--- src/rtl/load_sequencer.sv ---
`default_nettype none
// ============================================================================
// Module      : load_sequencer
// Description : Control FSM that executes one RISC-V integer load (opcode
//               0000011) end to end: decode, rs1 read, effective address,
//               memory request/acknowledge, lane extraction with sign/zero
//               extension and register-file write-back.
// Options     : MISALIGN_TRAP_EN - when defined, misaligned accesses raise a
//               one-cycle 'misaligned' pulse and are abandoned. When
//               undefined, the low address bits are cleared to force
//               natural alignment.
// Revision    : 1.0 - initial release
// ============================================================================
module load_sequencer #(
  parameter int WORDSIZE = 64,
  parameter int SIZE     = 32
) (
  input  logic                clk,
  input  logic                reset,
  input  logic                instr_valid,
  output logic                instr_ready,
  input  logic [SIZE-1:0]     machine_instruction,
  output logic [4:0]          rf_rs1_addr,
  input  logic [WORDSIZE-1:0] rf_rs1_data,
  output logic                mem_req,
  output logic [WORDSIZE-1:0] mem_addr,
  output logic [1:0]          mem_size,
  input  logic                mem_ack,
  input  logic [WORDSIZE-1:0] mem_rdata,
  output logic                rf_we,
  output logic [4:0]          rf_rd_addr,
  output logic [WORDSIZE-1:0] rf_wdata,
  output logic                busy,
  output logic                illegal
`ifdef MISALIGN_TRAP_EN
  ,
  output logic                misaligned
`endif
);

  localparam logic [6:0] OPCODE_LOAD = 7'b0000011;
  localparam logic [2:0] FUNCT3_BAD  = 3'b111;

  typedef enum logic [2:0] {
    S_IDLE = 3'd0,
    S_READ = 3'd1,
    S_ADDR = 3'd2,
    S_MEM  = 3'd3,
    S_WB   = 3'd4
  } state_t;

  state_t state_q;
  state_t state_d;

  // Latched instruction and datapath registers
  logic [SIZE-1:0]     instr_q;
  logic [WORDSIZE-1:0] rs1_data_q;
  logic [WORDSIZE-1:0] mem_addr_q;
  logic [1:0]          mem_size_q;
  logic [WORDSIZE-1:0] wdata_q;
  logic                illegal_q;
`ifdef MISALIGN_TRAP_EN
  logic                misaligned_q;
`endif

  // Decoded fields of the latched instruction
  logic [11:0] imm;
  logic [4:0]  rs1;
  logic [2:0]  funct3;
  logic [4:0]  rd;

  assign imm    = instr_q[31:20];
  assign rs1    = instr_q[19:15];
  assign funct3 = instr_q[14:12];
  assign rd     = instr_q[11:7];

  // Legality of the instruction currently offered on the input port
  logic in_legal;
  assign in_legal = (machine_instruction[6:0] == OPCODE_LOAD) &&
                    (machine_instruction[14:12] != FUNCT3_BAD);

  // Effective address and the low-bit mask implied by the access size
  logic [WORDSIZE-1:0] eff_addr;
  logic [2:0]          low_mask;
  logic [WORDSIZE-1:0] addr_next;
  logic                addr_misaligned;

  assign eff_addr = rs1_data_q + {{(WORDSIZE-12){imm[11]}}, imm};

  // Bits that must be zero for a naturally aligned access of this size
  always_comb begin
    low_mask = 3'b000;
    case (funct3[1:0])
      2'd0:    low_mask = 3'b000;
      2'd1:    low_mask = 3'b001;
      2'd2:    low_mask = 3'b011;
      default: low_mask = 3'b111;
    endcase
  end

  assign addr_misaligned = |(eff_addr[2:0] & low_mask);

`ifdef MISALIGN_TRAP_EN
  // Misaligned accesses are trapped, so the address goes out unmodified
  assign addr_next = eff_addr;
`else
  // Misaligned accesses are silently forced onto the natural boundary
  assign addr_next = eff_addr & ~{{(WORDSIZE-3){1'b0}}, low_mask};
`endif

  // Lane extraction and extension of the returned doubleword
  logic [WORDSIZE-1:0] shifted;
  logic [WORDSIZE-1:0] load_value;

  assign shifted = mem_rdata >> {mem_addr_q[2:0], 3'b000};

  // Select the addressed bytes and sign- or zero-extend per funct3
  always_comb begin
    load_value = '0;
    case (funct3)
      3'b000:  load_value = {{(WORDSIZE-8){shifted[7]}},   shifted[7:0]};
      3'b001:  load_value = {{(WORDSIZE-16){shifted[15]}}, shifted[15:0]};
      3'b010:  load_value = {{(WORDSIZE-32){shifted[31]}}, shifted[31:0]};
      3'b011:  load_value = shifted;
      3'b100:  load_value = {{(WORDSIZE-8){1'b0}},  shifted[7:0]};
      3'b101:  load_value = {{(WORDSIZE-16){1'b0}}, shifted[15:0]};
      3'b110:  load_value = {{(WORDSIZE-32){1'b0}}, shifted[31:0]};
      default: load_value = '0;
    endcase
  end

  // State register
  always_ff @(posedge clk) begin
    if (reset) begin
      state_q <= S_IDLE;
    end else begin
      state_q <= state_d;
    end
  end

  // Next-state logic and state-decoded handshake outputs
  always_comb begin
    state_d     = state_q;
    instr_ready = 1'b0;
    mem_req     = 1'b0;
    rf_we       = 1'b0;
    busy        = 1'b1;
    case (state_q)
      S_IDLE: begin
        instr_ready = 1'b1;
        busy        = 1'b0;
        if (instr_valid && in_legal) begin
          state_d = S_READ;
        end
      end
      S_READ: begin
        state_d = S_ADDR;
      end
      S_ADDR: begin
`ifdef MISALIGN_TRAP_EN
        if (addr_misaligned) begin
          state_d = S_IDLE;
        end else begin
          state_d = S_MEM;
        end
`else
        state_d = S_MEM;
`endif
      end
      S_MEM: begin
        mem_req = 1'b1;
        if (mem_ack) begin
          state_d = S_WB;
        end
      end
      S_WB: begin
        // x0 is hard-wired to zero, so its write is suppressed
        rf_we   = (rd != 5'd0);
        state_d = S_IDLE;
      end
      default: begin
        state_d = S_IDLE;
      end
    endcase
  end

  // Datapath captures: instruction, rs1 operand, address/size, load data
  always_ff @(posedge clk) begin
    if (reset) begin
      instr_q    <= '0;
      rs1_data_q <= '0;
      mem_addr_q <= '0;
      mem_size_q <= 2'd0;
      wdata_q    <= '0;
      illegal_q  <= 1'b0;
    end else begin
      illegal_q <= 1'b0;
      if ((state_q == S_IDLE) && instr_valid) begin
        instr_q   <= machine_instruction;
        illegal_q <= !in_legal;
      end
      if (state_q == S_READ) begin
        rs1_data_q <= rf_rs1_data;
      end
      if (state_q == S_ADDR) begin
        mem_addr_q <= addr_next;
        mem_size_q <= funct3[1:0];
      end
      if ((state_q == S_MEM) && mem_ack) begin
        wdata_q <= load_value;
      end
    end
  end

`ifdef MISALIGN_TRAP_EN
  // One-cycle misalignment pulse raised when ADDR abandons the access
  always_ff @(posedge clk) begin
    if (reset) begin
      misaligned_q <= 1'b0;
    end else begin
      misaligned_q <= (state_q == S_ADDR) && addr_misaligned;
    end
  end

  assign misaligned = misaligned_q;
`endif

  assign rf_rs1_addr = rs1;
  assign rf_rd_addr  = rd;
  assign mem_addr    = mem_addr_q;
  assign mem_size    = mem_size_q;
  assign rf_wdata    = wdata_q;
  assign illegal     = illegal_q;

endmodule
`default_nettype wire

--- config.mk ---
export PLATFORM = sky130hd
export DESIGN_NAME = load_sequencer
export DESIGN_NICKNAME = d
export VERILOG_FILES = /design/src/rtl/load_sequencer.sv
export SDC_FILE = /design/constraint.sdc
export NUM_CORES = 1
export LEC_CHECK = 0
export BUFFER_PORTS_ARGS = -buffer_cell sky130_fd_sc_hd__buf_4
export CAP_MARGIN = 20
export CORE_ASPECT_RATIO = 0.6
export CORE_UTILIZATION = 30
export CTS_CLUSTER_DIAMETER = 50
export DETAILED_ROUTE_END_ITERATION = 10
export MAX_ROUTING_LAYER = met4
export SLEW_MARGIN = 0
export SYNTH_ARGS = -nofsm -noshare
export SYNTH_HDL_FRONTEND = slang
export SYNTH_SLANG_ARGS = --single-unit
--- constraint.sdc ---
create_clock -name clk -period 4.8 [get_ports clk]
set_clock_uncertainty 0.2 [all_clocks]
set_input_delay 0.24 -clock clk [delete_from_list [all_inputs] [get_ports clk]]
set_output_delay 0.24 -clock clk [all_outputs]
set_load 0.005 [all_outputs]
# Word level (Yosys, flattened, before mapping)
# Cells that the tools add are included.
# W data, S select, Z words.
# classes
muxes,9
reduce_logical,11
n_bitwise,3
eq_ne,16
n_shift,1
n_addsub,1
# ops
operator,n
$pmux W64 S7,1
$add A64 B64 Y64,1
$and A64 B64 Y64,1
$not A3 Y64,1
$shr A64 B6 Y64,1
$eq A3 B2 Y1 const B,4
$eq A3 B3 Y1 const B,4
$pmux W3 S4,1
$pmux W3 S3,1
$eq A7 B2 Y1 const B,1
$eq A3 B1 Y1 const B,2
$logic_not A3 Y1,2
$mux W3,2
$reduce_bool A5 Y1,1
$logic_and A1 B1 Y1,4
$mux W1,4
$ne A2 B2 Y1 const B,2
$ne A3 B3 Y1 const B,1
$eq A2 B1 Y1 const B,1
$eq A2 B2 Y1 const B,1
$logic_not A2 Y1,1
$reduce_and A2 Y1,1
$reduce_or A2 Y1,1
$logic_not A1 Y1,1
$not A1 Y1,1
# totals
wordCells,48
ff_bits,230
inputBits,164
output_inout_bits,145

# Longest topological paths before layout
# depth
depth_word,5
ltp_mapped,12
mapped_depth_nobuf,12

# Least setup slack after synthesis
# No wires, ideal clock.
# synth_path
kind,register to register
startpoint,reg instr_q[31]
endpoint,reg mem_addr_q[63] (netlist: mem_addr[63])
path_slack_ns,0.862
period_less_slack_ns,3.938
setup_time_ns,0.125
arrival_time_ns,3.613
stages_incl_launch_ff,12
n_path_buf,0
required_time_ns,4.475
cell_sequence,dfxtp_1 -> ha_1 -> a21oi_2 -> o21ai_0 -> a221o_1 -> a211oi_4 -> o41ai_4 -> a31oi_4 -> o21ai_4 -> o22ai_2 -> mux2i_1 -> o21ai_1
# synth_between
elab_chain_cells,2
# synth_rtl
item,line_no,text
"start, declared",56,logic [SIZE-1:0] instr_q;
"start signal, assigned",199,instr_q <= machine_instruction;
$add A64 B64 Y64,88,"assign eff_addr = rs1_data_q + {{(WORDSIZE-12){imm[11]}}, imm};"
$and A64 B64 Y64,108,"assign addr_next = eff_addr & ~{{(WORDSIZE-3){1'b0}}, low_mask};"
"end signal, assigned",206,mem_addr_q <= addr_next;
"end, declared",58,logic [WORDSIZE-1:0] mem_addr_q;
# Every way passes these cells.
# A chain may end at the register's enable or synchronous reset.

# Worst setup path in the final report
# layout_path
startpoint,reg instr_q[31]
endpoint,reg mem_addr_q[61] (netlist: mem_addr[61])
# The elaborated chain is that of the path after synthesis.

==> results by group <==
Run status
  – Status: finished clean

Clock tree
  – CTS H-tree depth: 1
  – Clk pin slew, worst setup/hold paths: around 60 ps
  – Clk Latency, worst-skew pair: about 570 ps
  – CTS max path bufs: 3
  – Sinks on Clock Net: 223
  – CTS tree: done
  – CTS Buf Count: 27
  – Clk root buf: clkbuf_16
  – Post-CTS Resized: 0

Synthesis
  – Synthesized cell area: 13,280 µm²
  – Synth Flop Type: dfxtp_1
  – FF+latch count, synth: roughly 220
  – Post-synthesis sequential area ratio: 33.63%
  – Syn_nets: 1,980
  – Avg Inst Size Synth: 7.578 µm²
  – Yosys warns: 0
  – Post-synth EDFFs: 0
  – Async set-reset flop share out of synthesis: 0%
  – Unique masters post-synth: 87
  – Cells after synthesis: between 1,500 and 2,000

Global route
  – Pin count of the biggest net entering global routing: 92
  – First-pass GRT wire length: 76.17 mm
  – Total GRT Usage: 22.21%
  – Vias in the first global route: roughly 13,000
  – Initial antenna violation count: 1
  – Grt ovf: 0

Critical path
  – Reg2Reg Setup Slack: 850 ps
  – FF-to-FF path depth: 12
  – Kind of end point of the critical path: register
  – RR Endpoint: mem_addr[61]$_SDFFE_PP0P_
  – Startpoint Class: register
  – CP required: approximately 5000 ps
  – CP cell instances: buf_4 -> ha_1 -> a21o_1 -> a21o_1 -> a21oi_1 -> nor2b_1 -> o2111ai_1 -> o211ai_2 -> a32oi_1 -> o21ai_1 -> xnor2_1 -> o21ai_1
  – CP delay by family, top: compound AO/OA/AOI/OAI gates
  – R2r startpoint: instr_q[31]$_SDFFE_PP0P_
  – Worst setup path category: reg -> reg
  – Buf/Inv on CP: 1
  – Critical-path top delay cell: dfxtp_2
  – CP arrival: 4160 ps
  – Crit path largest cell delay: 760 ps
  – Crit Path Max Fanout: 28

Routing
  – Post-Route WL: 50.04 mm
  – DR iter-0 viols: 1,245
  – Antenna Nets Post-Route: 0
  – TritonRoute pass-1 iters: 5
  – DRC: 0
  – Via density: 5.172
  – WL/cell: 18.54 µm
  – Vias: 13,960

Worst hold path
  – Hold Crit Class: in -> reg
  – Hold depth: 5
  – HP Start: mem_rdata[53]
  – Hold Path End: rf_wdata[53]$_SDFFE_PP0P_

Floorplanning
  – Row cnt: 59
  – Starting Density: 30.53%
  – Die Y-Extent: 165.0 µm
  – Core Box Area: 43,480 µm²
  – Die Area: 45,130 µm²
  – Die width: 273.6 µm
  – I/O pin total: between 300 and 400

STA
  – Min Clock Period, post-route: 3951 ps
  – Max-Slew Margin vs Limit: 26.31%
  – Final Worst Setup Slack: 849.2 ps
  – Final Hold Fails: 0
  – Worst slew pin tran: 1105 ps
  – # setup viols final: 0
  – RSZ-0062 raised after global routing: no
  – Max Fclk: 253.1 MHz
  – Total negative slack: 0 ps
  – Max-slew violations: 0
  – Period utilization: 82.31%

Place
  – Post-Place Cell Area: 15,880 µm²
  – DPL Wire Length: about 37 mm
  – Port bufs: 308
  – Place WS: 906.6 ps
  – Routability cong.: between 0.9 and 1

Power and ir drop
  – P_leak: 7.381 nW
  – Peak supply drop: 0.2223 mV
  – Pwr per Cell Area: between 200 and 300 nW/µm²

Layout
  – Finished Cell Area: around 18,000 µm²
  – Commonest non-fill, non-tap cells in the layout: nand2_1, buf_4, a21oi_1
  – Share of cells above drive strength 1: 20.81%
  – Most common cell after layout, fill and taps aside: nand2_1
  – Synthesis-to-layout area growth: 35.99%
  – Fin nets: 2,327
  – FILL cells: 4,421

Run
  – Max-Cap Viols: 0
power breakdown:
part / internal, mW / switching [mW] / total (mW)
sequential: 1.87 / 0.0259 / 1.90
clock: 1.17 / 0.902 / 2.07
combinational: 0.282 / 0.327 / 0.610
total: 3.32 / 1.26 / 4.58
sequential cells by signal, indices dropped and copies added, names as in the netlist:
signal      cells
illegal         1
instr_q        25
mem_addr       64
mem_size        2
rf_wdata       64
rs1_data_q     64
state_q         3
metrics by stage:
| step | cells | utilization (%) | power [mW] | hold slack (ps) |
|---|---|---|---|---|
| floorplan | 1752 | - | 2.242 | 176.0 |
| global placement | 2521 | 36.53 | 2.457 | 239.4 |
| detailed placement | 2521 | 36.53 | 2.462 | 244.5 |
| CTS | 2696 | 41.47 | 4.616 | 2.519 |
| global route | 2699 | 41.52 | 4.756 | 41.19 |
| finish | 2699 | 41.52 | 4.577 | 32.10 |
worst min-delay path, delay by kind of cell:
family	cells	cell delay, ps
compound gates	2	230
buf+inv	1	100
mux	1	90
simple gates	1	80
cells by family after synthesis:
logic type | after synthesis | share of synthesized area (%)
AOI/OAI and AO/OA | 561 | 25.87
xor gates and xnor gates | 53 | 3.496
adders and majority gates | 64 | 6.088
buffers and inverters | 147 | 4.674
DFF | 223 | 33.63
muxes | 68 | 5.636
and+or+nand+nor | 636 | 20.61
worst max path at each step:
stage / start / to / slack, ps / cells after the start
after floorplan: instr_q[31]$_SDFFE_PP0P_ / mem_addr[63]$_SDFFE_PP0P_ / 860 / 11
after global placement: instr_q[31]$_SDFFE_PP0P_ / mem_addr[63]$_SDFFE_PP0P_ / 1000 / 12
after detailed placement: instr_q[31]$_SDFFE_PP0P_ / mem_addr[63]$_SDFFE_PP0P_ / 910 / 12
after CTS: instr_q[31]$_SDFFE_PP0P_ / mem_addr[63]$_SDFFE_PP0P_ / 910 / 12
after global routing: instr_q[31]$_SDFFE_PP0P_ / mem_addr[62]$_SDFFE_PP0P_ / 650 / 12
final: instr_q[31]$_SDFFE_PP0P_ / mem_addr[61]$_SDFFE_PP0P_ / 850 / 12
cell usage after synthesis, types with 7 or more instances:
| cell | count | area share (%) |
|---|---|---|
| mux2i_1 | 41 | 3.1 |
| o22ai_1 | 17 | 0.80 |
| nand3_1 | 23 | 0.87 |
| ha_1 | 63 | 5.9 |
| xnor2_1 | 28 | 1.8 |
| nor2b_1 | 19 | 0.90 |
| nand2_1 | 360 | 10 |
| clkbuf_1 | 92 | 2.6 |
| nor2_1 | 137 | 3.9 |
| mux2_2 | 23 | 2.0 |
| inv_1 | 15 | 0.42 |
| nand2b_1 | 8 | 0.38 |
| nand4_1 | 23 | 1.1 |
| or3_1 | 7 | 0.33 |
| o21ai_1 | 14 | 0.53 |
| buf_1 | 12 | 0.34 |
| buf_2 | 15 | 0.57 |
| a21oi_1 | 275 | 10 |
| a21o_1 | 29 | 1.6 |
| o31ai_1 | 7 | 0.40 |
| a22oi_1 | 10 | 0.57 |
| nor3_1 | 26 | 0.98 |
| dfxtp_1 | 223 | 34 |
| and3_1 | 7 | 0.33 |
| o21bai_1 | 12 | 0.68 |
| xor2_1 | 25 | 1.6 |
| buf_4 | 11 | 0.62 |
| o21ai_0 | 88 | 3.3 |
| a211oi_1 | 45 | 2.5 |
metal layers:
metal	up-vias	GRT usage [%]	wire length, µm
met2	399	32.44	21140
li1	6863	-	-
met4	0	4.495	925
met3	57	3.649	2881
met1	6640	31.86	25090
met5	-	-	0
final cells by class:
type	count	area, µm²	area share, %
Tap cell	579	724.4	4.012
Timing Repair Buffer	450	3705	20.52
Multi-Input combinational cell	1382	8214	45.50
Inverter	15	56.30	0.3119
Antenna cell	1	2.502	0.01386
Sequential cell	223	4468	24.75
Clock buffer	35	745.7	4.130
Clock inverter	14	138.9	0.7692
timing repair:
| item | 4_1_cts | 5_1_grt |
|---|---|---|
| endpoints found under the hold margin | 111 | 0 |
| buffers inserted | 0 | 0 |
| hold buffers | 126 | 0 |
(Power assumes the default switching activity.)
